`src/rtl/barrel_shifter_pipe.sv`:
```
// barrel_shifter_pipe
//   Two-stage pipelined barrel shifter with valid/ready handshakes on both
//   sides. Stage 1 registers the request after shifting by the upper bits of
//   the shift amount. Stage 2 shifts by the remaining low bits and holds the
//   registered result, err and out_valid.
//
//   Parameters : WIDTH   data width (power of two, 4..64)
//                SW      shift-amount width, $clog2(WIDTH) (derived)
//   Ports      : clk, rst (async, active-high)
//                in_valid / in_ready   request handshake
//                data, shift, dir      operand, amount, 0=left 1=right
//                mode                  00 logical, 01 arithmetic,
//                                      10 rotate, 11 reserved
//                out_valid / out_ready result handshake
//                result, err           registered result, illegal-mode flag
//   Config     : define BARREL_SHIFTER_PIPE_ROTATE_EN to implement mode 10
//                as rotate. Otherwise mode 10 is reserved like mode 11:
//                the data passes through unchanged and err is set.

module barrel_shifter_pipe #(
  parameter  int unsigned WIDTH = 8,
  localparam int unsigned SW    = $clog2(WIDTH)
) (
  input  logic             clk,
  input  logic             rst,
  input  logic             in_valid,
  output logic             in_ready,
  input  logic [WIDTH-1:0] data,
  input  logic [SW-1:0]    shift,
  input  logic             dir,
  input  logic [1:0]       mode,
  output logic             out_valid,
  input  logic             out_ready,
  output logic [WIDTH-1:0] result,
  output logic             err
);

  // Stage 1 handles the upper shift bits. The low LO bits are left for stage 2.
  localparam int unsigned LO      = SW / 2;
  localparam logic [SW-1:0] LO_MASK = SW'((1 << LO) - 1);

  typedef enum logic [1:0] {
    OP_LOGIC = 2'd0,
    OP_ARITH = 2'd1,
    OP_ROT   = 2'd2,
    OP_PASS  = 2'd3
  } op_e;

  function automatic op_e decode_mode(input logic [1:0] m);
    op_e o;
    case (m)
      2'b00:   o = OP_LOGIC;
      2'b01:   o = OP_ARITH;
`ifdef BARREL_SHIFTER_PIPE_ROTATE_EN
      2'b10:   o = OP_ROT;
`endif
      default: o = OP_PASS;
    endcase
    return o;
  endfunction

  // Splitting the shift across stages is exact for every op. An arithmetic
  // right shift keeps the sign bit in the MSB, so stage 2 still fills with
  // the original sign.
  function automatic logic [WIDTH-1:0] shift_by(
    input logic [WIDTH-1:0] d,
    input logic [SW-1:0]    amt,
    input logic             right,
    input op_e              op
  );
    logic [WIDTH-1:0] r;
`ifdef BARREL_SHIFTER_PIPE_ROTATE_EN
    logic [2*WIDTH-1:0] dd;
`endif
    r = d;
    case (op)
      OP_LOGIC: begin
        if (right) r = d >> amt;
        else       r = d << amt;
      end
      OP_ARITH: begin
        if (right) r = $signed(d) >>> amt;
        else       r = d << amt;
      end
`ifdef BARREL_SHIFTER_PIPE_ROTATE_EN
      OP_ROT: begin
        dd = {d, d};
        if (right) begin
          dd = dd >> amt;
          r  = dd[WIDTH-1:0];
        end else begin
          dd = dd << amt;
          r  = dd[2*WIDTH-1:WIDTH];
        end
      end
`endif
      default: r = d;
    endcase
    return r;
  endfunction

  logic             s1_valid_q, s1_valid_d;
  logic [WIDTH-1:0] s1_data_q,  s1_data_d;
  logic [SW-1:0]    s1_rem_q,   s1_rem_d;
  logic             s1_dir_q,   s1_dir_d;
  op_e              s1_op_q,    s1_op_d;
  logic             out_valid_q, out_valid_d;
  logic [WIDTH-1:0] result_q,   result_d;
  logic             err_q,      err_d;

  logic s2_advance;
  logic accept;
  op_e  in_op;

  always_comb begin
    s2_advance = !out_valid_q || out_ready;
    in_ready   = !s1_valid_q || s2_advance;
    accept     = in_valid && in_ready;
    in_op      = decode_mode(mode);

    s1_valid_d  = s1_valid_q;
    s1_data_d   = s1_data_q;
    s1_rem_d    = s1_rem_q;
    s1_dir_d    = s1_dir_q;
    s1_op_d     = s1_op_q;
    out_valid_d = out_valid_q;
    result_d    = result_q;
    err_d       = err_q;

    if (accept) begin
      s1_valid_d = 1'b1;
      s1_data_d  = shift_by(data, shift & ~LO_MASK, dir, in_op);
      s1_rem_d   = shift & LO_MASK;
      s1_dir_d   = dir;
      s1_op_d    = in_op;
    end else if (s2_advance) begin
      s1_valid_d = 1'b0;
    end

    // The result and err registers load only with a real entry. When
    // out_valid is low they keep the last result.
    if (s2_advance) begin
      out_valid_d = s1_valid_q;
      if (s1_valid_q) begin
        result_d = shift_by(s1_data_q, s1_rem_q, s1_dir_q, s1_op_q);
        err_d    = (s1_op_q == OP_PASS);
      end
    end
  end

  always_ff @(posedge clk or posedge rst) begin
    if (rst) begin
      s1_valid_q  <= 1'b0;
      s1_data_q   <= '0;
      s1_rem_q    <= '0;
      s1_dir_q    <= 1'b0;
      s1_op_q     <= OP_LOGIC;
      out_valid_q <= 1'b0;
      result_q    <= '0;
      err_q       <= 1'b0;
    end else begin
      s1_valid_q  <= s1_valid_d;
      s1_data_q   <= s1_data_d;
      s1_rem_q    <= s1_rem_d;
      s1_dir_q    <= s1_dir_d;
      s1_op_q     <= s1_op_d;
      out_valid_q <= out_valid_d;
      result_q    <= result_d;
      err_q       <= err_d;
    end
  end

  assign out_valid = out_valid_q;
  assign result    = result_q;
  assign err       = err_q;

endmodule

```
`config.mk`:
```
export PLATFORM = sky130hd
export DESIGN_NAME = barrel_shifter_pipe
export DESIGN_NICKNAME = d
export VERILOG_FILES = /design/src/rtl/barrel_shifter_pipe.sv
export SDC_FILE = /design/constraint.sdc
export NUM_CORES = 1
export LEC_CHECK = 0
export ABC_AREA = 1
export BUFFER_PORTS_ARGS = -buffer_cell sky130_fd_sc_hd__buf_2
export CORE_MARGIN = 2
export CORE_UTILIZATION = 45
export CTS_CLUSTER_SIZE = 10
export DETAILED_ROUTE_END_ITERATION = 6
export PLACE_DENSITY = 0.67
export SLEW_MARGIN = 30
export SYNTH_ARGS = -nofsm -noshare
export SYNTH_HDL_FRONTEND = slang
export SYNTH_SLANG_ARGS = --single-unit
```
`constraint.sdc`:
```
create_clock -name clk -period 1.1 [get_ports clk]
set_clock_uncertainty 0.1 [all_clocks]
set_input_delay 0.055 -clock clk [delete_from_list [all_inputs] [get_ports clk]]
set_output_delay 0.055 -clock clk [all_outputs]
set_load 0.02 [all_outputs]
```
==> metrics.cfg, run 1 <==
[outcome]
status=finished with violations
violations=negative hold slack, negative setup slack

[route]
num_vias=1589
routed_wl_um=3593
dr.first_iter.drc_count=46
routedWlPerCell_um=10.99
antenna_left=0
drcViolationCount=0
vias_per_cell=4.859
drtPass1Iterations=4

[floorplan]
pin_count=29
dieWidth_um=62.17
dieArea_mm2=0.003865
floorplan.rows=21
initial_core_util_pct=46.36
die_height_um=62.17
core_mm2=0.003284

[yosys]
yosys_warnings=0
ys_seq_elements=23
synth.yosys.seq_area_share_pct=37.80
synth.top_cell.area_share_pct=37.80
netlist.top_cell.by_area=dfrtp_1
avgSynthCellArea_um2=6.535
mappedNetlistArea_mm2=0.001523
ys_top_cells_by_area=dfrtp_1 38%, nand2_1 18%, a21oi_1 7.2%, nand3_1 6.2%, inv_1 6.2%
synthDistinctLibCells=24
synth_fp_nets=251
synth_cells=233

[sta]
clock.fmax_mhz=798.1
layout_min_cycle_time_ns=1.253
slew_headroom_pct=81.46
fin_crit_sh_pct=113.9
drv_slew=0
tightestPinTransition_ns=0.2781
final_hold_viol_count=1
rsz0062_at_grt=yes
hold_slack_ns=-0.02960
setup_viol=22
setup_ws_ns=-0.1530

[finish]
final_common_cell=nand2_1
multi_input_area_um2=790.8
final_layout_size_suffix_gt1_share_pct=25.62
layout_common_cells=73 x nand2_1, 27 x buf_2, 23 x inv_1, 23 x nor2_1
fin_util_pct=58.97
layout.cells.non_filler=327
nFillCells=329
nNetsFinal=300
final-seq-area_um2=576.8
stdcell_area_mm2=0.001937
syn2layout_area_growth_pct=27.20
num_antenna_cells=0

[global_routing]
grt_pass1_vias=1475
antenna_found_initial=0
grt_overflow_total=0
track_usage_pct=19.91
grt_pass1_wl_um=6258
grt_max_degree=24

[clocking]
clock_path_buffers=2
cts_buffers=3
htreeDepth=1
clkTransAtPathRegs_ns=0.12
clock_sinks=23
cts_tree=built
clk_latency_ns=0.31
holdBufCountCts=3
cts-root-buf=clkbuf_4

[placed_design]
hpwl_um=2823
port_buffers=28
gp_congestion=0.8947
postPlaceCellArea_mm2=0.001843
placed_cells=319

[worst_setup_path]
crit_path_end_kind=output port
start_kind=flop
worstSetupPathType=flop to output port
cp.arrival_ns=1.10
critPathRequiredTime_ns=0.94
cp_max_fo=3

[pwr]
ir_drop_v=0.0004423
p_per_area_mw_per_mm2=1406
p_leak_nw=1.063

[worst_hold_path]
hp-class=primary input to flop

[job]
cap_violations=0

-- final cells by class --
type                    instances  share of cell area (%)
repair buffers                 53                   18.86
well taps                      46                   2.972
clock buffers                   4                   1.357
flip-flops and latches         23                   29.78
inverters                      30                   6.202
multi-input cells             171                   40.83
-- Yosys cell counts --
cell type  count
nand3_1       19
o21ai_0        8
nor2_1        24
inv_1         25
o21ai_1        7
a31oi_1        2
dfrtp_1       23
nand2_2        2
or2_2          1
nand2_1       75
o31ai_1        1
buf_6          1
nand3_2        2
a21oi_2        1
a22oi_1        3
or2_1          1
nor2_2         1
inv_2          4
nor3_1         1
a21oi_1       22
buf_2          2
inv_4          1
buf_4          6
or2_0          1
-- kinds of logic after synthesis --
kind of cell	after synthesis	share of synthesized area [%]
simple gates	127	34.76
compound gates	44	15.53
buf+inv	39	11.91
flops	23	37.80
-- registers in the layout, indices dropped and copies added (netlist names) --
signal      count
s1_rem_q        1
out_valid       1
s1_op_q         2
result          8
s1_data_q       8
err             1
s1_valid_q      1
s1_dir_q        1
-- layer usage --
metal	part of all wire [%]	global-route usage, %
met5	0	0
met1	46	24.27
met4	1.4	8.611
met3	4.7	1.268
met2	48	36.28
-- critical path, cell delays in order (launching register included) --
cell	delay [ns]
dfrtp_2	0.45
nand3_4	0.12
buf_6	0.12
buf_6	0.11
-- per-stage QoR --
step / setup WS [ns] / setup TNS [ns] / power, W
2_1_floorplan: -0.1418 / -1.258 / 0.001914
3_3_place_gp: -0.08167 / -0.7486 / 0.002302
3_5_place_dp: -0.1085 / -1.147 / 0.002312
4_1_cts: -0.1495 / -1.678 / 0.002728
5_1_grt: -0.2057 / -3.191 / 0.002925
6_report: -0.1530 / -1.566 / 0.002724
-- timing repair --
item	in CTS	in global routing
setup buffers	1	0
gates resized for setup	7	3
pin swaps	5	0
hold endpoints to repair	26	1
endpoints found under the setup margin	22	23
cloned	0	0
-- path summary, 6_finish.rpt --
kind / from / to / slack (ns) / cells after the start
setup / recovery: out_valid / in_ready / -0.15 / 3
hold / removal: out_ready / out_valid / -0.03 / 4
setup reg to reg: out_valid / s1_data_q[4] / -0.10 / 6
hold reg to reg: err / err / 0.41 / 2
max in group asynchronous: rst / out_valid / 0.46 / 4
min in group asynchronous: rst / result[5] / 0.20 / 4
-- power by group --
| group | internal (W) | switching (W) | total (W) |
|---|---|---|---|
| Sequential | 0.00105 | 0.000136 | 0.00119 |
| Combinational | 0.000475 | 0.000671 | 0.00115 |
| Clock | 0.000141 | 0.000249 | 0.000391 |
| Total | 0.00167 | 0.00106 | 0.00272 |
Power figures use the tool's default switching activity.
==> run 2, diff against run 1 <==
Settings changed: PLACE_DENSITY 0.67 to 0.64.
Clock period 1.1 ns to 1.5 ns, I/O delays scaled along.
==> metrics.cfg, run 2 (same netlist as run 1, synthesis figures left out) <==
[sta]
final_hold_viol_count=0  ; -1
fin_crit_sh_pct=93.34
slew_headroom_pct=76.03  ; -5.4 points
rsz0062_at_grt=no
fin_tns_setup_ns=0  ; +1.566 ns
drv_slew=0  ; unchanged
layout_min_cycle_time_ns=1.400
tightestPinTransition_ns=0.3583  ; +0.08018 ns
hold_slack_ns=0.005022  ; +0.03463 ns
setup_viol=0  ; -100%
clock.fmax_mhz=714.3

[global_routing]
gr-usage-met1_pct=25.55  ; +1.3 points
grt_pass1_wl_um=6292  ; +0.54%
grt_max_degree=24  ; unchanged
top_usage_layer=met2
track_usage_pct=20.04  ; +0.12 points
grtUsageMet2_pct=33.97  ; -2.3 points
antenna_found_initial=0  ; unchanged
grt_overflow_total=0  ; unchanged
grt_pass1_vias=1442  ; -2.2%
met3_usage_pct=1.087  ; -0.18 points

[finish]
final_common_cell=nand2_1
final_layout_size_suffix_gt1_share_pct=17.80  ; -7.8 points
stdcell_area_mm2=0.001755  ; -9.4%
fin_util_pct=53.45  ; -5.5 points
nNetsFinal=283  ; -5.7%
layout_common_cells=75 x nand2_1, 28 x buf_2, 25 x inv_1, 24 x nor2_1, 23 x dfrtp_1
syn2layout_area_growth_pct=15.28
layout.cells.non_filler=310  ; -5.2%
num_antenna_cells=0  ; unchanged

[route]
vias_per_cell=4.894  ; +0.70%
routed_wl_um=3615  ; +0.61%
num_vias=1517  ; -4.5%
antenna_left=0  ; unchanged
drtPass1Iterations=4  ; unchanged
drcViolationCount=0  ; unchanged
routedWlPerCell_um=11.66  ; +6.1%
dr.first_iter.drc_count=48  ; +4.3%

[floorplan]
core_mm2=0.003284  ; unchanged
dieWidth_um=62.17  ; unchanged
pin_count=29  ; unchanged
die_height_um=62.17  ; unchanged
dieArea_mm2=0.003865  ; unchanged
initial_core_util_pct=46.36  ; unchanged
floorplan.rows=21  ; unchanged

[worst_setup_path]
critPathRequiredTime_ns=1.61  ; +0.67 ns
start_kind=primary input
cp.arrival_ns=1.51  ; +0.41 ns
r2r-start=out_valid
reg2reg_depth=5  ; -1
rrSetupSlack_ns=0.15  ; +0.25 ns
crit_start=out_ready
worstSetupPathType=primary input to flop
crit_path_end_kind=flop
cp_max_fo=14  ; +11
r2r_end=s1_data_q[5]

[placed_design]
port_buffers=28  ; unchanged
placed_cells=302  ; -5.3%
hpwl_um=2818  ; -0.18%
postPlaceCellArea_mm2=0.001684  ; -8.6%
gp_congestion=0.9222  ; +3.1%

[clocking]
clock_sinks=23  ; unchanged
cts_tree=built
cts-root-buf=clkbuf_4
clock_path_buffers=2  ; unchanged
cts_buffers=3  ; unchanged
clk_latency_ns=0.30  ; about the same
clkTransAtPathRegs_ns=0.11  ; about the same
htreeDepth=1  ; unchanged

[worst_hold_path]
holdPathStages=3  ; -1
holdCritStartpoint=in_valid
hold_end=s1_valid_q
hp-class=primary input to flop

[job]
cap_violations=0  ; unchanged

[pwr]
p_per_area_mw_per_mm2=1065  ; -24%
ir_drop_v=0.0003161  ; -29%
p_leak_nw=0.9665  ; -9.0%

[outcome]
status=complete, no violations

## run 2: cell types whose count changed in the layout (fill, tap and decap cells not counted), sizes merged
cell         delta
buf            -18
dlygate4sd3     +1
## run 2: worst max path at each step
stage                     slack [ns]      endpoint  depth (start not counted)
after CTS                       0.02  s1_data_q[7]                          9
after floorplan                 0.09  s1_data_q[7]                          6
after detailed placement        0.13  s1_data_q[5]                          5
after global routing            0.02  s1_data_q[5]                          5
after global placement          0.17  s1_data_q[7]                          6
final                            0.1  s1_data_q[7]                          9
## run 2: report_power, final
group | internal, W | total (W) | switching [W]
Sequential | 0.000769 | 0.000866 | 0.0000971
Combinational | 0.000260 | 0.000731 | 0.000471
Clock | 0.000104 | 0.000272 | 0.000168
Total | 0.00113 | 0.00187 | 0.000737
## run 2: area by class of cell
cell class / count / area, um^2
Clock buffer: 4 / 26.28
Fill cell: 356 / 1529
Inverter: 30 / 115.1
Multi-Input combinational cell: 171 / 770.7
Sequential cell: 23 / 575.6
Tap cell: 46 / 57.56
Timing Repair Buffer: 36 / 210.2
## run 2: critical path, stage by stage
cell	delay, ns
dlygate4sd3_1	0.53
buf_2	0.12
inv_1	0.08
nand3_2	0.14
nand2_4	0.17
inv_2	0.10
or2_0	0.20
nand2_1	0.06
inv_1	0.03
## run 2: layer usage
metal,up-vias,part of all wire [%]
met1,661,47
met5,-,0
met3,12,3.0
li1,804,-
met4,0,4.2
met2,40,46
## run 2: metrics by stage
stage	power, W	setup slack (ns)
after floorplan	0.001380	0.08990
after global placement	0.001601	0.1659
after detailed placement	0.001605	0.1311
after CTS	0.001888	0.02028
after global routing	0.002017	0.02012
final	0.001870	0.09994
## run 2: timing repair
action	CTS	global route
setup endpoints to repair	0	6
hold buffers	4	0
endpoints found under the hold margin	27	0
setup buffers	0	0
gates resized for setup	0	1
==> run 3, diff against run 2 <==
Settings changed: CORE_MARGIN 2 to 1.5, HOLD_SLACK_MARGIN set to 0.05, SETUP_SLACK_MARGIN set to 0.5.
==> metrics.cfg, run 3 (same netlist as run 1, synthesis figures left out) <==
[pwr]
p_leak_nw=1.090  ; +13%
ir_drop_v=0.0003441  ; +8.9%
p_per_area_mw_per_mm2=1108  ; +4.0%
power_w=0.002293  ; +23%

[sta]
rsz0062_at_grt=yes
tightestPinTransition_ns=0.3291  ; -0.02913 ns
final_hold_viol_count=0  ; unchanged
clock.fmax_mhz=819.0  ; +15%
setup_viol=0  ; unchanged
slew_headroom_pct=78.03  ; +2.0 points
fin_crit_sh_pct=81.40  ; -12 points
drv_slew=0  ; unchanged
layout_min_cycle_time_ns=1.221  ; -0.1790 ns
fin_tns_setup_ns=0  ; unchanged

[floorplan]
core_mm2=0.003128  ; -4.8%
pin_count=29  ; unchanged
dieWidth_um=61.17  ; -1.6%
initial_core_util_pct=48.68  ; +2.3 points
dieArea_mm2=0.003742  ; -3.2%
floorplan.rows=20  ; -4.8%
die_height_um=61.17  ; -1.6%

[route]
antenna_left=0  ; unchanged
num_vias=1640  ; +8.1%
vias_per_cell=5.046  ; +3.1%
routedWlPerCell_um=12.14  ; +4.1%
drcViolationCount=0  ; unchanged
dr.first_iter.drc_count=58  ; +21%
drtPass1Iterations=4  ; unchanged
routed_wl_um=3944  ; +9.1%

[finish]
stdcell_area_mm2=0.002068  ; +18%
nNetsFinal=300  ; +6.0%
multi_input_area_um2=884.6  ; +15%
final_common_cell=nand2_1
final_layout_size_suffix_gt1_share_pct=29.18  ; +11 points
fin_util_pct=66.12  ; +13 points
nFillCells=291  ; -18%
syn2layout_area_growth_pct=35.83
final-seq-area_um2=579.3  ; +0.65%
num_antenna_cells=0  ; unchanged
layout.cells.non_filler=325  ; +4.8%
layout_common_cells=71 x nand2_1, 23 x inv_1, 22 x a21oi_1, 20 x dfrtp_1

[clocking]
clock_sinks=23  ; unchanged
clkTransAtPathRegs_ns=0.13  ; +0.02 ns
cts-root-buf=clkbuf_4
cts_tree=built
holdBufCountCts=5  ; +1
clock_path_buffers=2  ; unchanged
cts_buffers=3  ; unchanged
htreeDepth=1  ; unchanged
clk_latency_ns=0.31  ; about the same

[worst_setup_path]
worstSetupPathType=flop to flop
reg2reg_depth=5  ; unchanged
r2r-start=s1_op_q[1]
cp_max_fo=6  ; -8
crit_path_end_kind=flop
start_kind=flop
rrSetupSlack_ns=0.28  ; +0.13 ns
worstSetupEndpoint=result[2]
crit_start=s1_op_q[1]
cp.arrival_ns=1.36  ; -0.15 ns
r2r_end=result[2]
critPathRequiredTime_ns=1.64  ; +0.03 ns

[global_routing]
grt_overflow_total=0  ; unchanged
antenna_found_initial=0  ; unchanged
track_usage_pct=23.41  ; +3.4 points
grt_pass1_vias=1557  ; +8.0%
grt_max_degree=24  ; unchanged
grt_pass1_wl_um=6596  ; +4.8%

[placed_design]
port_buffers=28  ; unchanged
postPlaceCellArea_mm2=0.001685  ; about the same
hpwl_um=2698  ; -4.2%
gp_congestion=0.8346  ; -9.5%
placed_cells=297  ; -1.7%

[job]
cap_violations=0  ; unchanged

[outcome]
status=complete, no violations

[worst_hold_path]
holdCritStartpoint=in_valid
hp-class=primary input to flop

## run 3: timing repair
item / 4_1_cts / 5_1_grt
pin swaps: 4 / 3
endpoints found under the setup margin: 32 / 33
buffers inserted: 15 / 2
endpoints found under the hold margin: 29 / 1
gates cloned: 0 / 2
gates resized for setup: 30 / 16
## run 3: worst max-delay path, stage by stage, from the launching register on
cell and delay, ns:
dfrtp_1 0.46, inv_2 0.15, nand2_4 0.10, o21ai_1 0.12, o21ai_1 0.07, a21oi_1 0.14
## run 3: cell type report
class / count / area share, %
sequential: 23 / 28.01
timing repair buffer: 51 / 19.24
inverter: 30 / 6.050
tap: 44 / 2.662
clock buffer: 4 / 1.270
multi-input combinational: 173 / 42.77
## run 3: worst min-delay path by stage
stage	end	slack (ns)	cells past startpoint
after global placement	err	0.03	3
after floorplan	err	-0.02	1
after global routing	s1_valid_q	0.003	3
after CTS	s1_valid_q	-0.01	3
final	s1_valid_q	0.01	3
after detailed placement	result[7]	0.03	3
## run 3: through the flow
stage | hold WS, ns | setup WS, ns
floorplan | -0.02315 | 0.2582
global placement | 0.02665 | 0.2358
finish | 0.01232 | 0.2789
detailed placement | 0.02540 | 0.2170
CTS | -0.01461 | 0.2916
global route | 0.003203 | 0.1982
## run 3: power by group
group | internal (W) | total (W) | switching [W]
sequential | 0.000773 | 0.000912 | 0.000139
clock | 0.000104 | 0.000290 | 0.000186
combinational | 0.000535 | 0.00109 | 0.000557
## run 3: routing by layer
layer	share of wire [%]	vias to the layer above	track usage, %
met4	1.8	0	9.006
li1	-	846	-
met1	45	737	26.96
met5	0	-	0
met2	50	49	43.77
met3	3.5	8	2.731
